<file path="src/rtl/instr_sequencer.sv">
// -----------------------------------------------------------------------------
// instr_sequencer
// Four-step fetch/decode/execute/update control unit for a small 4-bit core.
// It drives the PC-select of an external 6-bit program counter, latches the
// instruction word from a synchronous ROM and issues register-file/ALU
// controls. Z/N status flags from the last ALU op steer conditional branches.
//
// Ports
//   clk_main        system clock, rising edge
//   reset           synchronous, active-high
//   stall_i         freezes the sequencer for the cycle it is high
//   pc_i            current program counter
//   instr_data_i    ROM read data (valid one cycle after imem_addr_o)
//   rf_a_data_i     register-file port A read data
//   alu_zero_i      ALU result is zero
//   alu_neg_i       ALU result bit 3
//   imem_addr_o     ROM address (copy of pc_i)
//   ps_o            PC select: 00 hold, 01 +1, 10 +offset+1, 11 +A
//   offset_o        branch offset, ir[3:0]
//   a_val_o         jump amount, rf_a_data_i
//   ir_o            instruction register
//   rf_a_addr_o     ir[7:4]
//   rf_b_addr_o     ir[3:0]
//   rf_dest_o       ir[11:8]
//   rf_we_o         register-file write enable
//   alu_op_o        ir[15:12]
//   halted_o        high while in HALT
//   illegal_o       sticky flag, set by a reserved opcode
// -----------------------------------------------------------------------------
module instr_sequencer (
   input  logic        clk_main,
   input  logic        reset,
   input  logic        stall_i,
   input  logic [5:0]  pc_i,
   input  logic [15:0] instr_data_i,
   input  logic [3:0]  rf_a_data_i,
   input  logic        alu_zero_i,
   input  logic        alu_neg_i,
   output logic [5:0]  imem_addr_o,
   output logic [1:0]  ps_o,
   output logic [3:0]  offset_o,
   output logic [3:0]  a_val_o,
   output logic [15:0] ir_o,
   output logic [3:0]  rf_a_addr_o,
   output logic [3:0]  rf_b_addr_o,
   output logic [3:0]  rf_dest_o,
   output logic        rf_we_o,
   output logic [3:0]  alu_op_o,
   output logic        halted_o,
   output logic        illegal_o
);

   typedef enum logic [2:0] {
      ST_FETCH   = 3'd0,
      ST_DECODE  = 3'd1,
      ST_EXECUTE = 3'd2,
      ST_UPDATE  = 3'd3,
      ST_HALT    = 3'd4
   } state_t;

   state_t      state_q;
   logic [15:0] ir_q;
   logic        z_q;
   logic        n_q;
   logic        illegal_q;
   logic        halted_q;

   logic [3:0]  op_s;
   logic        is_alu_s;
   logic        is_rsvd_s;
   logic [1:0]  ps_s;
   logic        rf_we_s;

   assign op_s      = ir_q[15:12];
   assign is_alu_s  = (op_s >= 4'h1) && (op_s <= 4'h7);
   assign is_rsvd_s = (op_s >= 4'hC) && (op_s <= 4'hE);

   // PC-select and write-enable decode; suppressed while reset or stall is high
   always_comb begin
      ps_s    = 2'b00;
      rf_we_s = 1'b0;
      if (reset || stall_i) begin
         ps_s    = 2'b00;
         rf_we_s = 1'b0;
      end else begin
         case (state_q)
            ST_EXECUTE: rf_we_s = is_alu_s;
            ST_UPDATE: begin
               case (op_s)
                  4'h8:    ps_s = z_q ? 2'b10 : 2'b01;  // BZ
                  4'h9:    ps_s = n_q ? 2'b10 : 2'b01;  // BN
                  4'hA:    ps_s = 2'b11;                // JMP
                  4'hB:    ps_s = 2'b10;                // BRA
                  4'hF:    ps_s = 2'b00;                // HALT
                  default: ps_s = 2'b01;                // NOP, ALU ops, reserved
               endcase
            end
            default: begin
               ps_s    = 2'b00;
               rf_we_s = 1'b0;
            end
         endcase
      end
   end

   // Sequencer FSM with instruction register, status flags and sticky status
   always_ff @(posedge clk_main) begin
      if (reset) begin
         state_q   <= ST_FETCH;
         ir_q      <= 16'h0000;
         z_q       <= 1'b0;
         n_q       <= 1'b0;
         illegal_q <= 1'b0;
         halted_q  <= 1'b0;
      end else if (stall_i) begin
         state_q   <= state_q;
         ir_q      <= ir_q;
         z_q       <= z_q;
         n_q       <= n_q;
         illegal_q <= illegal_q;
         halted_q  <= halted_q;
      end else begin
         case (state_q)
            ST_FETCH: state_q <= ST_DECODE;
            ST_DECODE: begin
               ir_q    <= instr_data_i;
               state_q <= ST_EXECUTE;
            end
            ST_EXECUTE: begin
               if (is_alu_s) begin
                  z_q <= alu_zero_i;
                  n_q <= alu_neg_i;
               end else begin
                  z_q <= z_q;
                  n_q <= n_q;
               end
               if (is_rsvd_s) begin
                  illegal_q <= 1'b1;
               end else begin
                  illegal_q <= illegal_q;
               end
               state_q <= ST_UPDATE;
            end
            ST_UPDATE: begin
               if (op_s == 4'hF) begin
                  state_q  <= ST_HALT;
                  halted_q <= 1'b1;
               end else begin
                  state_q  <= ST_FETCH;
                  halted_q <= 1'b0;
               end
            end
            ST_HALT: state_q <= ST_HALT;   // left only through reset
            default: state_q <= ST_FETCH;
         endcase
      end
   end

   assign imem_addr_o = pc_i;
   assign ps_o        = ps_s;
   assign rf_we_o     = rf_we_s;
   assign offset_o    = ir_q[3:0];
   assign a_val_o     = rf_a_data_i;
   assign ir_o        = ir_q;
   assign rf_a_addr_o = ir_q[7:4];
   assign rf_b_addr_o = ir_q[3:0];
   assign rf_dest_o   = ir_q[11:8];
   assign alu_op_o    = ir_q[15:12];
   assign halted_o    = halted_q;
   assign illegal_o   = illegal_q;

endmodule

</file>
<file path="config.mk">
export PLATFORM = sky130hd
export DESIGN_NAME = instr_sequencer
export DESIGN_NICKNAME = d
export VERILOG_FILES = /design/src/rtl/instr_sequencer.sv
export SDC_FILE = /design/constraint.sdc
export NUM_CORES = 1
export LEC_CHECK = 0
export ABC_AREA = 1
export ABC_CLOCK_PERIOD_IN_PS = 1600
export CAP_MARGIN = 40
export CORE_AREA = 2 2 45 58
export DETAILED_ROUTE_END_ITERATION = 8
export DIE_AREA = 0 0 47 60
export DONT_BUFFER_PORTS = 1
export GPL_TIMING_DRIVEN = 1
export PLACE_DENSITY = 0.78
export RECOVER_POWER = 100
export SLEW_MARGIN = 10
export SYNTH_ARGS = -nofsm -noshare
export SYNTH_HDL_FRONTEND = slang
export SYNTH_SLANG_ARGS = --single-unit
</file>
<file path="constraint.sdc">
create_clock -name clk_main -period 1.6 [get_ports clk_main]
set_clock_uncertainty 0.2 [all_clocks]
set_input_delay 0.24 -clock clk_main [delete_from_list [all_inputs] [get_ports clk_main]]
set_output_delay 0.24 -clock clk_main [all_outputs]
set_load 0.01 [all_outputs]
</file>
==> run_results.csv, run 1 <==
group,metric,value,unit
outcome,outcome,"finished with violations",
outcome,failed_checks,"hold timing, setup timing",
clocking,cts_tree,"built",
power_and_ir_drop,total_switching_power,0.326,mW
synth,synthDominantAreaCellType,"dfxtp_1",
floorplanning,initial_core_utilization,52.6,%
synth,sequential_fraction_of_the_synthesis_area,38.1,%
sta,max_slew_violation_total_from_the_final_report,0,
job,drv_cap,0,
floorplanning,fp-row-count,20,
synth,synth-async-reset-ratio,0,%
synth,yosys-top-cells-count,"nor2_1, buf_4, dfxtp_1",
sta,slew-limit-headroom,72.2,%
floorplanning,die_height,60,um
synth,ys_dominant_reg_cell,"dfxtp_1",
placement,port_buffers,0,
global_routing,grtUsageTotal,18.9,%
synth,synth-edff-count,0,
worst_setup_path,worst_setup_path_endpoint,"rf_we_o",
floorplanning,pin_count,82,
drt,drt-total-wl,2650,um
floorplanning,core_area,2300,um^2
worst_setup_path,worst_path_fanout_max,5,
finish,seq_area,473,um^2
worst_setup_path,critical_path.endpoint_type,"primary output",
sta,report.final.hold_viol_count,1,
drt,drt-vias-per-instance,5.07,
power_and_ir_drop,netSwitchingFraction,29.4,%
sta,max_freq,622,MHz
clocking,cts.root.buffer_cell,"clkbuf_4",
placement,placement.setup.worst_slack,0.175,ns
worst_setup_path,r2r.worst_path.cells,6,
power_and_ir_drop,total_power,1.11,mW
sta,timing.final.crit_share,100,%
drt,drt_pass1_iterations,4,
clocking,cts_made_buffers,3,
power_and_ir_drop,p_int,0.782,mW
finish,total_area_of_multi_input_combinational_cells,484,um^2
drt,drt-met1-wl,1050,um
global_routing,grt_start_max_net_pins,18,
sta,tmin_final,1.61,ns
sta,worst_pin_slew,0.416,ns
worst_setup_path,worst_ep_arrival_time,1.17,ns
finish,drive_gt1_share,23.1,%
clocking,clock_sinks,23,
finish,final_nets,201,
global_routing,grt_first_pass_wirelength,3930,um
placement,dp.final_hpwl,1730,um
synth,synth.avg_cell_area,7.38,um^2
global_routing,gr-total-overflow,0,
drt,detail-route-antenna-nets,0,
clocking,cts_max_level,1,
worst_setup_path,worst_reg2reg_endpoint,"ir_o[10]",
worst_setup_path,critical_register_to_register_path_startpoint,"state_q[2]",
floorplanning,floorplan.die_area,2820,um^2
clocking,insertion_delay,0.30,ns
sta,unrepaired_setup_endpoints_after_global_routing,"yes",
sta,setup_violations,2,
worst_setup_path,critical_path_required,1.16,ns
synth,post-synth-top-count-cell,"nor2_1",
synth,postSynthRegisterBits,23,
power_and_ir_drop,powerDensity,809,nW/um^2
finish,fillCellCount,213,
synth,synthesis.nets,195,
finish,antenna_cells,0,
synth,synth_top_area_share,38.1,%
worst_setup_path,path_class,"flip-flop to primary output",
placement,dpl-instance-area,1050,um^2
worst_setup_path,cp-start-kind,"flip-flop",
clocking,clk_path_buf_depth,2,
drt,drc,0,
power_and_ir_drop,power.leakage,0.529,nW
clocking,cts.reportedPaths.clkPinSlew,0.13,ns
synth,post_synth_num_cell_types,23,
drt,met2RoutedLength,1370,um
synth,yosys-top-cells-area,"dfxtp_1, buf_4, nor2_1",
finish,fin_area,1370,um^2
power_and_ir_drop,power.ir.vdd_worst,0.734,mV
worst_hold_path,hp-class,"input pin to flip-flop",
global_routing,number_of_antenna_violations_at_the_first_check_in_global_routing,0,
synth,yosysWarningCount,0,
placement,gp_weighted_congestion,0.799,
synth,synthesis.instances,164,
worst_setup_path,cp-startpoint,"ir_o[14]",
power_and_ir_drop,p_seq_share,59.0,%
finish,final_core_utilization,59.5,%
floorplanning,die_w,47,um
drt,route.detailed.wl_per_inst,13.1,um
drt,dr.first_iter.drc_count,25,
synth,cell_area_after_synthesis,1210,um^2
sta,whs,-0.0293,ns
sta,finalWorstSetupSlack,-0.00645,ns
power_and_ir_drop,power.share.clock,24.0,%
worst_setup_path,reg2reg_slack,0.01,ns
global_routing,first_global_vias,994,
finish,synthToLayoutAreaGrowth,13.2,%
drt,highest-signal-layer,"met4",
drt,routed-wl-met3,206,um
drt,via_total_after_detailed_routing,1024,
power_and_ir_drop,power.combinational.fraction,17.0,%
-- sequential cells by signal (all words and copies together), names as in the netlist --
| signal | cells |
|---|---|
| n_q | 1 |
| ir_o | 16 |
| state_q | 3 |
| illegal_o | 1 |
| halted_o | 1 |
| z_q | 1 |
-- layout make-up --
class	count	share of cell area (%)
multi-input cells	97	35.3
inverters	11	3.47
well taps	33	3.01
repair buffers	34	21.6
clock buffers	3	1.64
flip-flops and latches	23	34.5
clock inverters	1	0.365
-- cells in the final DEF (no fill, tap or decap), types with 2 or more instances in the layout --
master / instances
buf_4: 9
o21ai_0: 17
nand2_1: 12
dfxtp_1: 17
inv_4: 2
nor2_2: 4
nor2_1: 43
dfxtp_2: 4
dfxtp_4: 2
clkbuf_4: 4
nand2_2: 2
inv_2: 3
nand3_2: 2
nand4_1: 3
a21oi_1: 4
clkbuf_1: 3
inv_1: 5
dlygate4sd3_1: 21
-- worst min-delay path by stage --
| stage | depth (start not counted) | startpoint | to | slack [ns] |
|---|---|---|---|---|
| 2_1_floorplan | 1 | reset | halted_o | 0.11 |
| 3_3_place_gp | 1 | reset | state_q[2] | 0.11 |
| 3_5_place_dp | 1 | reset | halted_o | 0.11 |
| 4_1_cts | 3 | stall_i | state_q[0] | -0.08 |
| 5_1_grt | 2 | stall_i | state_q[1] | 0.02 |
| 6_report | 2 | stall_i | state_q[1] | -0.03 |
-- cells by family after synthesis --
kind of cell | count (synthesis) | synth area share (%)
compound gates | 24 | 10.3
flops | 23 | 38.1
simple gates | 72 | 25.8
buf+inv | 45 | 25.9
-- metrics by stage --
stage	instances	setup TNS, ns
floorplan	164	0
global placement	172	0
CTS	199	-0.0606
detailed placement	172	0
global route	202	-0.898
finish	202	-0.00896
-- metal layers --
metal / global-route usage [%] / vias to the layer above
met4: 5.56 / 0
met2: 37.2 / 44
met1: 17.9 / 474
li1: - / 502
met3: 5.14 / 4
met5: 0 / -
-- worst max-delay path, stage by stage (launching register included) --
cell	delay, ns
dfxtp_4	0.40
inv_1	0.04
nand2_1	0.11
nand2_2	0.07
nor3_2	0.10
buf_4	0.14
-- power groups by stage --
stage	clock network, mW	logic, mW	registers (mW)
final	0.266	0.188	0.653
after global routing	0.304	0.210	0.662
after CTS	0.278	0.184	0.654
after detailed placement	0	0.136	0.666
after global placement	0	0.133	0.665
after floorplan	0	0.182	0.653
-- timing repair --
action                     4_1_cts  5_1_grt
setup endpoints to repair        3        5
gates resized for setup         19        3
hold endpoints to repair        23        2
cloned                           0        1
buffers inserted                 4        0
pin swaps                        6        4
hold buffers                    19        2
Note: power is estimated with default switching activity, not from simulation.
==> run 2, diff against run 1 <==
--- a/config.mk
+++ b/config.mk
@@ -9,11 +9,12 @@
 export ABC_CLOCK_PERIOD_IN_PS = 1600
 export CAP_MARGIN = 40
-export CORE_AREA = 2 2 45 58
+export CORE_AREA = 2 2 53 67
 export DETAILED_ROUTE_END_ITERATION = 8
-export DIE_AREA = 0 0 47 60
+export DIE_AREA = 0 0 55 69
 export DONT_BUFFER_PORTS = 1
 export GPL_TIMING_DRIVEN = 1
-export PLACE_DENSITY = 0.78
+export PLACE_DENSITY = 0.62
 export RECOVER_POWER = 100
+export REMOVE_ABC_BUFFERS = 1
 export SLEW_MARGIN = 10
 export SYNTH_ARGS = -nofsm -noshare
==> constraint.sdc (replaced) <==
create_clock -name clk_main -period 1.6 [get_ports clk_main]
set_clock_uncertainty 0.2 [all_clocks]
set_input_delay 0 -clock clk_main [delete_from_list [all_inputs] [get_ports clk_main]]
set_output_delay 0 -clock clk_main [all_outputs]
set_load 0.01 [all_outputs]
==> run_results.csv, run 2 (synthesized netlist as in run 1, its figures left out) <==
group,metric,value,unit
drt,drt_pass1_iterations,3,
placement,dp.final_hpwl,1710,um
power_and_ir_drop,total_power,1.21,mW
sta,worst_pin_slew,0.391,ns
clocking,clk_path_buf_depth,2,
floorplanning,initial_core_utilization,38.2,%
sta,setup_violations,0,
floorplanning,die_w,55,um
sta,fin_setup_tns,0,ns
global_routing,gr-total-overflow,0,
drt,dr.first_iter.drc_count,10,
drt,detail-route-antenna-nets,0,
clocking,cts_tree,"built",
global_routing,grtUsageTotal,15.5,%
floorplanning,die_height,69,um
global_routing,grt_first_pass_wirelength,4460,um
finish,number_of_flip_flops_under_the_largest_register_name,16,
worst_setup_path,timing.critical_path.max_delay_family,"buffers and inverters",
floorplanning,core_area,3170,um^2
worst_setup_path,cp-start-kind,"flip-flop",
clocking,clock_sinks,23,
floorplanning,fp-row-count,23,
job,drv_cap,0,
sta,max_freq,661,MHz
worst_setup_path,critical_path_required,1.61,ns
power_and_ir_drop,power.ir.vdd_worst,0.634,mV
finish,final_nets,205,
placement,place_inst,171,
floorplanning,pin_count,82,
sta,report.final.hold_viol_count,0,
global_routing,number_of_antenna_violations_at_the_first_check_in_global_routing,0,
worst_setup_path,worst_ep_arrival_time,1.52,ns
sta,tmin_final,1.51,ns
drt,drt-vias-per-instance,4.81,
sta,slew-limit-headroom,73.7,%
finish,commonest_non_fill_non_tap_cell_in_the_layout,"nor2_1",
worst_setup_path,timing.critical_path.slowest_cell_delay,0.56,ns
clocking,cts.reportedPaths.clkPinSlew,0.08,ns
clocking,cts_max_level,1,
worst_setup_path,critPathSlowestCell,"dlygate4sd3_1",
sta,max_slew_violation_total_from_the_final_report,0,
sta,unrepaired_setup_endpoints_after_global_routing,"no",
finish,antenna_cells,0,
floorplanning,floorplan.die_area,3800,um^2
clocking,insertion_delay,0.26,ns
worst_setup_path,path_class,"flip-flop to flip-flop",
outcome,outcome,"complete, no violations",
sta,timing.final.crit_share,94.5,%
worst_hold_path,hp-class,"input pin to primary output",
placement,gp_weighted_congestion,0.882,
worst_setup_path,cp_num_buf_inv,2,
drt,drc,0,
finish,fillCellCount,329,
clocking,cts_made_buffers,3,
power_and_ir_drop,powerDensity,861,nW/um^2
finish,synthToLayoutAreaGrowth,16.4,%
global_routing,first_global_vias,1035,
clocking,cts.root.buffer_cell,"clkbuf_8",
drt,via_total_after_detailed_routing,1011,
placement,port_buffers,0,
finish,mostFrequentLayoutCells,"nor2_1, dlygate4sd3_1, dfxtp_1, o21ai_0, nand2_1",
worst_setup_path,worst_path_fanout_max,3,
power_and_ir_drop,power.leakage,0.551,nW
finish,drive_gt1_share,8.67,%
global_routing,grt_start_max_net_pins,18,
worst_setup_path,timing.critical_path.cells,"inv_1 -> a211oi_1 -> dlygate4sd3_1",
finish,final_cells,210,
drt,route.detailed.wl_per_inst,13.1,um
worst_setup_path,critical_path.endpoint_type,"flip-flop",
drt,drt-total-wl,2760,um
-- run 2: cell count changes in the layout (fill, tap and decap cells not counted), sizes merged --
| cell | before | now |
|---|---|---|
| dlygate4sd3 | 21 | 32 |
| buf | 9 | 1 |
| clkbuf | 7 | 8 |
| clkinvlp | 1 | 0 |
| dlymetal6s4s | 0 | 1 |
| inv | 10 | 11 |
| nand3 | 4 | 3 |
-- run 2: layout make-up --
| type | count | area, um^2 | area share [%] |
|---|---|---|---|
| inverter | 11 | 48.8 | 3.46 |
| clock buffer | 3 | 41.3 | 2.93 |
| tap | 37 | 46.3 | 3.29 |
| clock inverter | 1 | 5.00 | 0.355 |
| sequential | 23 | 460 | 32.7 |
| timing repair buffer | 39 | 359 | 25.5 |
| multi-input combinational | 96 | 448 | 31.8 |
-- run 2: metal layers --
layer	part of all wire (%)	up-vias	global-route usage (%)
li1	-	508	-
met2	48	46	22.5
met4	1.7	0	6.78
met5	0	-	0
met3	8.4	6	4.98
met1	42	451	20.5
-- run 2: worst reg2reg max path, cell delays in order (launching register included) --
cell and delay [ns]:
dfxtp_1 0.40, inv_1 0.09, a211oi_1 0.22, dlygate4sd3_1 0.56
-- run 2: timing repair --
item                       4_1_cts  5_1_grt
setup buffers                    0        2
hold buffers                    33        0
pin swaps                        0        1
hold endpoints to repair        34        0
setup endpoints to repair        1        3
resized for setup                0        5
-- run 2: stage by stage --
step                      utilization, %  area (um^2)  setup WS, ns  hold WS (ns)
final                               44.5         1410        0.0880        0.0404
after floorplan                        -          946         0.353        -0.200
after global placement              32.3         1020         0.317        -0.200
after CTS                           44.2         1400       0.00716        0.0204
after global routing                44.5         1410        0.0358        0.0657
after detailed placement            32.3         1020         0.264        -0.200
-- run 2: path summary, 6_finish.rpt --
kind,startpoint,slack [ns],endpoint,cells past startpoint
setup / recovery,state_q[0],0.09,state_q[0],3
hold / removal,reset,0.04,ps_o[0],3
setup reg to reg,state_q[0],0.09,state_q[0],3
hold reg to reg,n_q,0.30,n_q,2
-- run 2: power breakdown --
group / switching (mW) / leakage [nW] / internal, mW
combinational: 0.106 / 0.338 / 0.0928
clock: 0.186 / 0.0255 / 0.174
sequential: 0.0525 / 0.188 / 0.602
total: 0.344 / 0.551 / 0.869
